==> config.mk <==
export PLATFORM = sky130hd
export DESIGN_NAME = jk_cmd_sequencer
export DESIGN_NICKNAME = d
export VERILOG_FILES = /design/src/rtl/jk_cmd_sequencer.sv
export SDC_FILE = /design/constraint.sdc
export NUM_CORES = 1
export LEC_CHECK = 0
export CORE_AREA = 2 2 62 52
export CTS_CLUSTER_SIZE = 25
export DETAILED_ROUTE_END_ITERATION = 16
export DIE_AREA = 0 0 64 54
export GPL_ROUTABILITY_DRIVEN = 0
export PLACE_DENSITY = 0.7
export SYNTH_ARGS = -nofsm -noshare
export SYNTH_HDL_FRONTEND = slang
export SYNTH_SLANG_ARGS = --single-unit
export TNS_END_PERCENT = 30
==> constraint.sdc <==
create_clock -name clk -period 1.45 [get_ports clk]
set_input_delay 0.435 -clock clk [delete_from_list [all_inputs] [get_ports clk]]
set_output_delay 0.435 -clock clk [all_outputs]
set_load 0.02 [all_outputs]
==> src/rtl/jk_cmd_sequencer.sv <==
// Command-driven j/k stimulus stage for one JK flop, with a cycle-accurate
// model of the flop output and a saturating count of cycles where q_fb disagrees.
module jk_cmd_sequencer #(
  parameter int LEN_W = 8,
  parameter int ERR_W = 8
) (
  input  logic             clk,
  input  logic             rst,
  input  logic             cmd_valid,
  output logic             cmd_ready,
  input  logic [1:0]       cmd_op,
  input  logic [LEN_W-1:0] cmd_len,
  output logic             j,
  output logic             k,
  input  logic             q_fb,
  output logic             busy,
  output logic             done,
  output logic             q_model,
  output logic             mismatch,
  output logic [ERR_W-1:0] err_cnt
);

  localparam logic [1:0] ST_IDLE = 2'd0;
  localparam logic [1:0] ST_RUN  = 2'd1;
  localparam logic [1:0] ST_DONE = 2'd2;

  logic [1:0]       state;
  logic [LEN_W-1:0] remaining;

  assign cmd_ready = (state == ST_IDLE);
  assign busy      = (state != ST_IDLE);

  // NOTE: every register here is assigned with <= so all of them see the
  // pre-edge values of j, k and q_model, exactly like the flop does.
  always_ff @(posedge clk) begin
    if (rst) begin
      state     <= ST_IDLE;
      remaining <= '0;
      j         <= 1'b0;
      k         <= 1'b0;
      done      <= 1'b0;
      mismatch  <= 1'b0;
      err_cnt   <= '0;
      // The flop has no reset, so the model adopts whatever it holds now.
      q_model   <= q_fb;
    end else begin
      case ({j, k})
        2'b01:   q_model <= 1'b0;
        2'b10:   q_model <= 1'b1;
        2'b11:   q_model <= ~q_model;
        default: q_model <= q_model;
      endcase

      if (q_fb != q_model) begin
        mismatch <= 1'b1;
        if (err_cnt != '1) err_cnt <= err_cnt + 1'b1;
      end

      case (state)
        ST_IDLE: begin
          if (cmd_valid) begin
            j         <= cmd_op[1];
            k         <= cmd_op[0];
            remaining <= cmd_len;
            state     <= ST_RUN;
          end else begin
            j <= 1'b0;
            k <= 1'b0;
          end
        end
        ST_RUN: begin
          // remaining counts down from cmd_len, so RUN spans cmd_len+1 cycles.
          if (remaining == '0) begin
            j     <= 1'b0;
            k     <= 1'b0;
            done  <= 1'b1;
            state <= ST_DONE;
          end else begin
            remaining <= remaining - 1'b1;
          end
        end
        ST_DONE: begin
          done  <= 1'b0;
          state <= ST_IDLE;
        end
        default: begin
          j     <= 1'b0;
          k     <= 1'b0;
          done  <= 1'b0;
          state <= ST_IDLE;
        end
      endcase
    end
  end

endmodule

Word-level counts from Yosys, hierarchy flattened --
Cells that the tools add are included.
Word-level totals: register bits after elaboration 23, bits of input ports 14, output and inout port bits 15, word-level logic and storage cells 48
Operators by class: add/subtract/negate cells 2, equal/unequal tests 10, multiplexer cells 15, bitwise gates (word level) 3, reduce and logical (&&, ||, !) cells 10
Operator list (number):
- two-way mux 8 bit | 2
- case mux 8 bit (2 select lines) | 1
- case mux 1 bit (3 select lines) | 3
- adder 8 x 1 -> 8 bit (second input constant) | 1
- zero test 8 bit | 1
- != test 8 bit (second input constant) | 1
- AND reduction 2 bit | 4
- subtractor 8 x 1 -> 8 bit (second input constant) | 1
- == test 2 bit (second input constant) | 3
- != test 2 bit (second input constant) | 3
- two-way mux 1 bit | 5
- == test 2 x 1 -> 1 bit (second input constant) | 2
- two-way mux 2 bit | 2
- case mux 2 bit (2 select lines) | 1
- nonzero test 2 bit | 2
- nonzero test 4 bit | 1
- NOT 1 bit | 3
- AND reduction 3 bit | 1
- zero test 2 bit | 1
- case mux 1 bit (2 select lines) | 1
- != test 1 bit | 1

Depth between registers and ports, before layout --
Gate-level depths: netlist (run 1).
word-level depth 3, gate-level depth with buffers 6, depth with buffers taken out 6

Least setup slack after synthesis (run 1) --
OpenSTA, ideal clock, no wires.
kind reg-to-reg, from register err_cnt[0], to register err_cnt[1], arrival time 1516 ps, path slack -194 ps, stages on the path, launching flop included 6, path buffers 0, clock period less this slack 1644 ps, cell sequence dfxtp_1 ha_1 inv_1 o31ai_2 mux2i_1 nor2_1
On the way: word-level cells in the longest chain between the ends 2, elaborated cells between the ends (all ways) 3, those cells by class 1 x add/sub; 1 x eq/ne; 1 x reduce/logical
RTL lines:
- start, declared | line 20 | output logic [ERR_W-1:0] err_cnt
- start signal, assigned | line 56 | if (err_cnt != '1) err_cnt <= err_cnt + 1'b1;
- parallel branches: the longest is 2 deep, another holds adder 8 x 1 -> 8 bit
Parallel ways; which one is timed is not known. A chain may end at the register's enable or synchronous reset.

Final worst setup path (run 1) --
from register remaining[0], to register remaining[7]
On the way: word-level cells in the longest chain between the ends 3, elaborated cells between the ends (all ways) 6, those cells by class 1 x add/sub; 1 x eq/ne; 2 x mux; 2 x reduce/logical
RTL lines:
- start, declared | line 28 | logic [LEN_W-1:0] remaining;
- start signal, assigned | line 64 | remaining <= cmd_len;
- start signal, assigned | line 79 | remaining <= remaining - 1'b1;
- subtractor 8 x 1 -> 8 bit / zero test 8 bit (equally long branches) | line 79, 73
- two-way mux 8 bit / != test 2 bit (equally long branches)
- case mux 8 bit (2 select lines) / AND reduction 3 bit (equally long branches)
Parallel ways exist; a longest one is shown, timed or not. The select of a mux whose other input is x is not followed.

==> results.cfg, run 1 <==
[synth]
synthesis.area_um2 = 1180
yosys_warnings = 0
syn_nets = 152
synth_edf_count = 1
ys_seq_area_share_pct = 39.7
synthCells = 135
synth_top_cell_by_area = dfxtp_1
postSynthAreaPerCell_um2 = 8.77
synthArstFlopShare_pct = 0
yosys.area.top_type_share_pct = 37.2
synth-seq-cells = 23
synthTopCellsByArea = dfxtp_1 37%, nor2_1 4.4%, a21oi_1 4.2%, ha_1 3.2%, nand2_1 3.2%
yosysUniqueCellTypes = 49
synth_ff_type = dfxtp_1

[hold_path]
hold_path_class = flip-flop to flip-flop
min-delay-start = mismatch
min_path_cells = 2
min_to = mismatch

[finish]
final_common_cell = buf_4
nNetsFinal = 227
multi_input_area_um2 = 798
ff_latch_area_um2 = 490
drive_gt1_share_pct = 49.3
finalNonFillerCells = 249
area_growth_pct = 67.1
num-fill-cells = 219
most-common-layout-cells = 45 x buf_4, 13 x nor2_1, 13 x dfxtp_2
antenna_cells = 0

[setup_path]
worstPathArrival_ns = 1.79
r2r_start = remaining[0]
start_kind = flip-flop
rr_endpoint = remaining[7]
critPathCaptureType = flip-flop
worstSetupPathType = flip-flop to flip-flop
required_ns = 1.67
startpoint = remaining[0]
timing.reg2reg.worst_path_depth = 4
r2r_setup_slack_ns = -0.12
path_max_fanout = 4

[floorplanning]
die_w_um = 64
dieArea_um2 = 3460
die_h_um = 54
initial_core_util_pct = 40.7
row_count = 18
io_pins = 29
coreArea_um2 = 2910

[drt]
drc = 0
drtIter0Drc = 38
wl_per_cell_um = 15.1
via_per_inst = 5.33
wl_um = 3750
detail-route-antenna-nets = 0
first_pass_iters = 4
via_count = 1326

[outcome]
outcome = finished with violations
violations = negative setup slack

[sta]
rsz0062_at_grt = true
setup_viol = 11
fin_hold_ws_ns = 0.488
hold_violations = 0
fmax_mhz = 635
tns_ns = -0.849
worst_pin_slew_ns = 0.382
maxSlewViolCount = 0
period_share_pct = 109
skew_ns = 0.0108
min_period_ns = 1.57
slew_headroom_pct = 74.5
worst_slack_ns = -0.124

[power]
power.total_mw = 3.65
sw_frac_of_total_pct = 41.6
leakage_nw = 0.829
pwr-share-clk_pct = 8.4
powerDensity_nw_per_um2 = 1840
seqPwrFrac_pct = 27.4
p_sw_mw = 1.52
p_int_mw = 2.13
p_comb_share_pct = 64.2
vdd_ir_drop_max_uv = 1040

[clocking]
clock_sinks = 23
clock_latency_ns = 0.32
clkTransAtPathRegs_ns = 0.13
cts_buffer_depth = 2
cts_inserted_buffers = 3
cts_tree = done
htree_levels = 1
ctsRootBufferMaster = clkbuf_4

[grt]
met1_usage_pct = 25.0
grt_pass1_vias = 1230
top_usage_layer = met2
overflow = 0
grt_util_met2_pct = 38.4
antenna_found_initial = 0
grt_start_max_net_pins = 14
grtUsageMet3_pct = 5.65
gr-usage-all-layers_pct = 21.0
grt_pass1_wl_um = 5580

[job]
cap_violations = 0

[place]
pre_cts_slack_ns = -0.476
dp_hpwl_um = 2500
place_inst = 238
portBuffers = 28
-- cell families after synthesis --
kind of cell	share of synthesized area, %
multiplexers	0.846
buffers and inverters	3.59
AND/OR/NAND/NOR	26.3
adder cells (fa/ha/maj)	3.17
flip-flops	39.7
XOR/XNOR	4.33
AO/OA/AOI/OAI	22.0
-- worst max path at each step --
stage	slack [ns]	cells past startpoint	to
floorplan	-0.13	4	err_cnt[7]
global placement	-0.45	5	err_cnt[7]
detailed placement	-0.48	5	err_cnt[7]
CTS	-0.16	5	remaining[2]
global route	-0.22	4	remaining[7]
finish	-0.12	4	remaining[7]
-- per-stage QoR --
step | util, % | area, um^2
3_3_place_gp | 62.1 | 1800
3_5_place_dp | 62.1 | 1800
4_1_cts | 65.0 | 1890
6_report | 68.1 | 1980
5_1_grt | 68.1 | 1980
2_1_floorplan | - | 1200
-- power by group through the flow --
stage / registers, mW / logic (mW) / clock network (mW)
after CTS: 0.985 / 1.96 / 0.315
after detailed placement: 0.983 / 1.91 / 0
after global routing: 1.02 / 2.54 / 0.337
after global placement: 0.973 / 1.86 / 0
after floorplan: 1.04 / 0.957 / 0
final: 0.999 / 2.34 / 0.306
-- per-layer routing --
layer	vias to the layer above	wire, um
met4	0	19
met3	4	195
li1	647	-
met2	40	1930
met1	635	1610
met5	-	0
-- final cells by class --
cell class              count  share of cell area, %
clock buffers               4                   1.33
inverters                   7                   1.33
multi-input cells         101                   40.4
flip-flops and latches     23                   24.8
well taps                  40                   2.53
repair buffers             74                   29.7
-- flip-flops by register name (all words and copies together) (netlist names) --
| name | count |
|---|---|
| j | 1 |
| err_cnt | 8 |
| remaining | 8 |
| done | 1 |
| k | 1 |
| q_model | 1 |
| state | 2 |
| mismatch | 1 |
-- worst max-delay path: stages (launching register included) --
cell      delay (ns)
dfxtp_2         0.36
or4_4           0.56
or2_0           0.22
o311ai_1        0.24
o21ai_1         0.10
-- repair_timing --
| action | in CTS | in global routing |
|---|---|---|
| pin swaps | 2 | 8 |
| endpoints found under the setup margin | 31 | 28 |
| endpoints found under the hold margin | 0 | 0 |
| hold buffers | 0 | 0 |
| gates resized for setup | 54 | 42 |
| buffers inserted | 2 | 5 |
-- cells in the mapped netlist (2+ instances only) --
master	number
o21ai_0	4
or3_1	2
inv_1	7
nor2b_1	3
nor2_1	14
a22o_1	2
nand2b_1	2
nand2_1	10
and2_1	2
o31ai_1	3
nor3_1	5
a21oi_1	10
dfxtp_1	22
o22ai_1	2
ha_1	3
nand3_1	3
nor4b_1	2
or4_1	3
buf_1	2
o2bb2ai_1	3
xor2_1	3
Note: power is estimated with default switching activity, not from simulation.
==> inputs of run 2 (changes only) <==
- SETUP_SLACK_MARGIN: default -> 0.2
==> results.cfg, run 2 (synthesized netlist as in run 1, its figures left out) <==
[clocking]
clock_sinks = 23
htree_levels = 1
clkTransAtPathRegs_ns = 0.14
ctsRootBufferMaster = clkbuf_4
clock_latency_ns = 0.31
cts_tree = done
cts_inserted_buffers = 3
cts_hold_buffers = 0
cts_buffer_depth = 2

[setup_path]
worstSetupPathType = flip-flop to flip-flop
slowest_delay_ns = 0.55
critPathCaptureType = flip-flop
worstPathArrival_ns = 1.79
start_kind = flip-flop
crit_chain = or4_4 -> or2_1 -> o311ai_2 -> o21ai_1
required_ns = 1.66
path_max_fanout = 4
crit_path_top_delay_cell = or4_4

[sta]
fmax_mhz = 632
skew_ns = 0.0104
maxSlewViolCount = 0
worst_pin_slew_ns = 0.342
tns_ns = -0.766
slew_headroom_pct = 77.1
worst_slack_ns = -0.133
hold_violations = 0
rsz0062_at_grt = true
period_share_pct = 109
setup_viol = 12
min_period_ns = 1.58

[finish]
fin_area_um2 = 2150
antenna_cells = 0
multi_input_area_um2 = 835
num-fill-cells = 187
drive_gt1_share_pct = 54.4
largestRegisters = err_cnt (8), remaining (8), state (2)
utilization_pct = 73.9
nNetsFinal = 233
ff_latch_area_um2 = 502
most-common-layout-cells = 49 x buf_4, 17 x buf_6, 16 x dfxtp_2
area_growth_pct = 81.3
final_common_cell = buf_4

[place]
dp_hpwl_um = 2430
place_area_um2 = 1790
portBuffers = 28

[floorplanning]
die_h_um = 54
initial_core_util_pct = 40.7
coreArea_um2 = 2910
io_pins = 29
row_count = 18
dieArea_um2 = 3460
die_w_um = 64

[outcome]
outcome = finished with violations
violations = negative setup slack

[drt]
wl_um = 3910
drc = 0
drtIter0Drc = 64
wl_per_cell_um = 15.3
via_per_inst = 5.36
first_pass_iters = 4
detail-route-antenna-nets = 0
via_count = 1367

[power]
vdd_ir_drop_max_uv = 1350
leakage_nw = 0.894
p_sw_mw = 1.65
p_int_mw = 2.34
sw_frac_of_total_pct = 41.4
seqPwrFrac_pct = 25.4
pwr-share-clk_pct = 7.7
powerDensity_nw_per_um2 = 1860
p_comb_share_pct = 66.9

[grt]
grt_pass1_vias = 1238
antenna_found_initial = 0
gr-usage-all-layers_pct = 19.9
overflow = 0
grt_start_max_net_pins = 13
grt_pass1_wl_um = 5350

[job]
cap_violations = 0

[hold_path]
hold_path_class = flip-flop to flip-flop
-- run 2: changes by cell type in the layout (fill, tap and decap cells not counted), moves of 4 or more --
cell             previous run  this run
buf_6                       2        17
clkbuf_2                    6         0
dfxtp_1                     8         3
buf_2                       4         0
buf_4                      45        49
clkdlybuf4s15_2             4         0
-- run 2: final timing paths --
path,startpoint,end,slack (ns),depth (start not counted)
worst min-delay path,mismatch,mismatch,0.49,2
worst max-delay path,remaining[0],remaining[7],-0.13,4
worst max register to register,remaining[0],remaining[7],-0.13,4
worst min register to register,mismatch,mismatch,0.49,2
-- run 2: worst max-delay path: cells and delay by family (launching register included) --
family | cells | cell delay, ns
AO/OA/AOI/OAI | 2 | 0.33
AND/OR/NAND/NOR | 2 | 0.78
flip-flops | 1 | 0.36
-- run 2: per-layer routing --
layer	wire length, um	share of wire (%)	up-vias	global-route usage (%)
met1	1620	41	664	22.3
met5	0	0	-	0
met2	2130	54	39	38.5
met4	56	1.4	0	4.71
met3	107	2.7	6	5.02
li1	-	-	658	-
-- run 2: through the flow --
stage / worst slack, ns / total power, mW / cells / hold slack (ns)
floorplan: -0.112 / 2.00 / 135 / 0.472
global placement: -0.424 / 2.87 / 235 / 0.451
detailed placement: -0.463 / 2.93 / 235 / 0.468
CTS: -0.0827 / 3.47 / 246 / 0.500
global route: -0.189 / 4.21 / 255 / 0.537
finish: -0.133 / 3.99 / 255 / 0.493
-- run 2: final cells by class --
class                      count  area share (%)
multi-input combinational    101            38.9
timing repair buffer          80            32.9
sequential                    23            23.4
tap                           40            2.33
clock buffer                   4            1.22
inverter                       7            1.22
-- run 2: power groups by stage --
| stage | sequential [mW] | combinational [mW] | clock, mW |
|---|---|---|---|
| 6_report | 1.01 | 2.67 | 0.307 |
| 5_1_grt | 1.03 | 2.84 | 0.338 |
| 4_1_cts | 0.978 | 2.18 | 0.312 |
| 3_5_place_dp | 0.970 | 1.96 | 0 |
| 3_3_place_gp | 0.957 | 1.92 | 0 |
| 2_1_floorplan | 1.04 | 0.957 | 0 |
-- run 2: timing repair --
item / CTS / global route
endpoints found under the setup margin: 35 / 36
cloned: 0 / 0
buffers inserted: 7 / 9
resized for setup: 106 / 34
pin swaps: 9 / 15
==> inputs of run 3 (changes only) <==
- CORE_AREA: 2 2 62 52 -> 2 2 58 49
- DIE_AREA: 0 0 64 54 -> 0 0 60 51
- DONT_BUFFER_PORTS: default -> 1
- PLACE_DENSITY: 0.7 -> 0.63
==> results.cfg, run 3 (synthesized netlist as in run 1, its figures left out) <==
[floorplanning]
initial_core_util_pct = 46.0
dieArea_um2 = 3060
row_count = 17
die_h_um = 51
coreArea_um2 = 2570
io_pins = 29
die_w_um = 60

[setup_path]
start_kind = flip-flop
path_max_fanout = 4
critPathCaptureType = flip-flop
worstPathArrival_ns = 1.73
required_ns = 1.66
worstSetupPathType = flip-flop to flip-flop

[place]
portBuffers = 0
place_inst = 205
dp_hpwl_um = 2210

[clocking]
htree_levels = 1
clkTransAtPathRegs_ns = 0.13
clock_latency_ns = 0.31
cts_buffer_depth = 2
cts_inserted_buffers = 3
cts_tree = done
cts_hold_buffers = 0
ctsRootBufferMaster = clkbuf_4
clock_sinks = 23

[sta]
min_period_ns = 1.51
fin_hold_ws_ns = 0.164
rsz0062_at_grt = true
period_share_pct = 104
worst_slack_ns = -0.0648
maxSlewViolCount = 0
fmax_mhz = 660
hold_violations = 0
worst_pin_slew_ns = 0.457
setup_viol = 7
slew_headroom_pct = 69.6
skew_ns = 0.00788

[drt]
via_count = 1209
first_pass_iters = 4
via_per_inst = 5.50
drc = 0
detail-route-antenna-nets = 0
wl_per_cell_um = 14.9
drtIter0Drc = 60
wl_um = 3270

[grt]
grt_start_max_net_pins = 21
grt_pass1_wl_um = 5460
gr-usage-all-layers_pct = 23.3
grt_pass1_vias = 1214
overflow = 0
antenna_found_initial = 0

[outcome]
outcome = finished with violations
violations = negative setup slack

[finish]
largestRegisters = err_cnt (8), remaining (8), state (2)
drive_gt1_share_pct = 54.4
nNetsFinal = 200
most-common-layout-cells = 35 x buf_4, 16 x dfxtp_2, 12 x buf_6
area_growth_pct = 55.3
antenna_cells = 0
finalNonFillerCells = 220
num-fill-cells = 195
final_common_cell = buf_4

[power]
p_comb_share_pct = 64.2
sw_frac_of_total_pct = 41.2
pwr-share-clk_pct = 7.9
powerDensity_nw_per_um2 = 2030
seqPwrFrac_pct = 27.9
p_int_mw = 2.20
leakage_nw = 0.712
p_sw_mw = 1.54
vdd_ir_drop_max_uv = 1290

[hold_path]
hold_path_class = primary input to flip-flop

[job]
cap_violations = 0
-- run 3: routing by layer --
layer	up-vias	wire length, um	track usage (%)
met5	-	0	0
met4	0	10	4.44
met3	2	136	5.57
met2	30	1540	37.5
met1	583	1590	31.8
li1	594	-	-
-- run 3: what timing repair did --
item | in CTS | in global routing
endpoints found under the setup margin | 31 | 34
resized for setup | 46 | 12
pin swaps | 20 | 14
hold endpoints to repair | 0 | 0
setup buffers | 9 | 2
-- run 3: layout make-up --
class                      instances  area [um^2]  share of cell area [%]
clock buffer                       4         26.3                    1.43
inverter                           7         26.3                    1.43
multi-input combinational        101          846                    46.0
sequential                        23          494                    26.9
tap                               38         47.5                    2.59
timing repair buffer              47          398                    21.6
-- run 3: final timing paths --
kind | slack, ns | endpoint | cells past startpoint | startpoint
max | -0.06 | remaining[7] | 4 | remaining[0]
min | 0.16 | err_cnt[7] | 1 | rst
min reg2reg | 0.52 | remaining[6] | 1 | remaining[6]
max reg2reg | -0.06 | remaining[7] | 4 | remaining[0]
-- run 3: power by group through the flow --
stage | combinational (mW) | sequential [mW] | clock [mW]
final | 2.40 | 1.04 | 0.296
after global routing | 2.59 | 1.06 | 0.337
after CTS | 2.25 | 1.02 | 0.313
after detailed placement | 1.73 | 1.00 | 0
after global placement | 1.71 | 0.995 | 0
after floorplan | 0.957 | 1.04 | 0
-- run 3: through the flow --
stage / instance area (um^2) / setup WS (ns) / utilization [%] / TNS [ns] / power, mW
3_3_place_gp: 1500 / -0.0903 / 58.4 / -0.179 / 2.70
4_1_cts: 1790 / -0.0718 / 69.4 / -0.198 / 3.59
5_1_grt: 1840 / -0.115 / 71.4 / -0.864 / 4.00
2_1_floorplan: 1200 / -0.112 / - / -0.329 / 2.00
6_report: 1840 / -0.0648 / 71.4 / -0.196 / 3.74
3_5_place_dp: 1500 / -0.109 / 58.4 / -0.344 / 2.73
-- run 3: critical path, stage by stage (launching register included) --
cell and delay, ns:
dfxtp_2 0.35, or4_4 0.55, or2_0 0.22, o311ai_1 0.22
o21ai_1 0.09
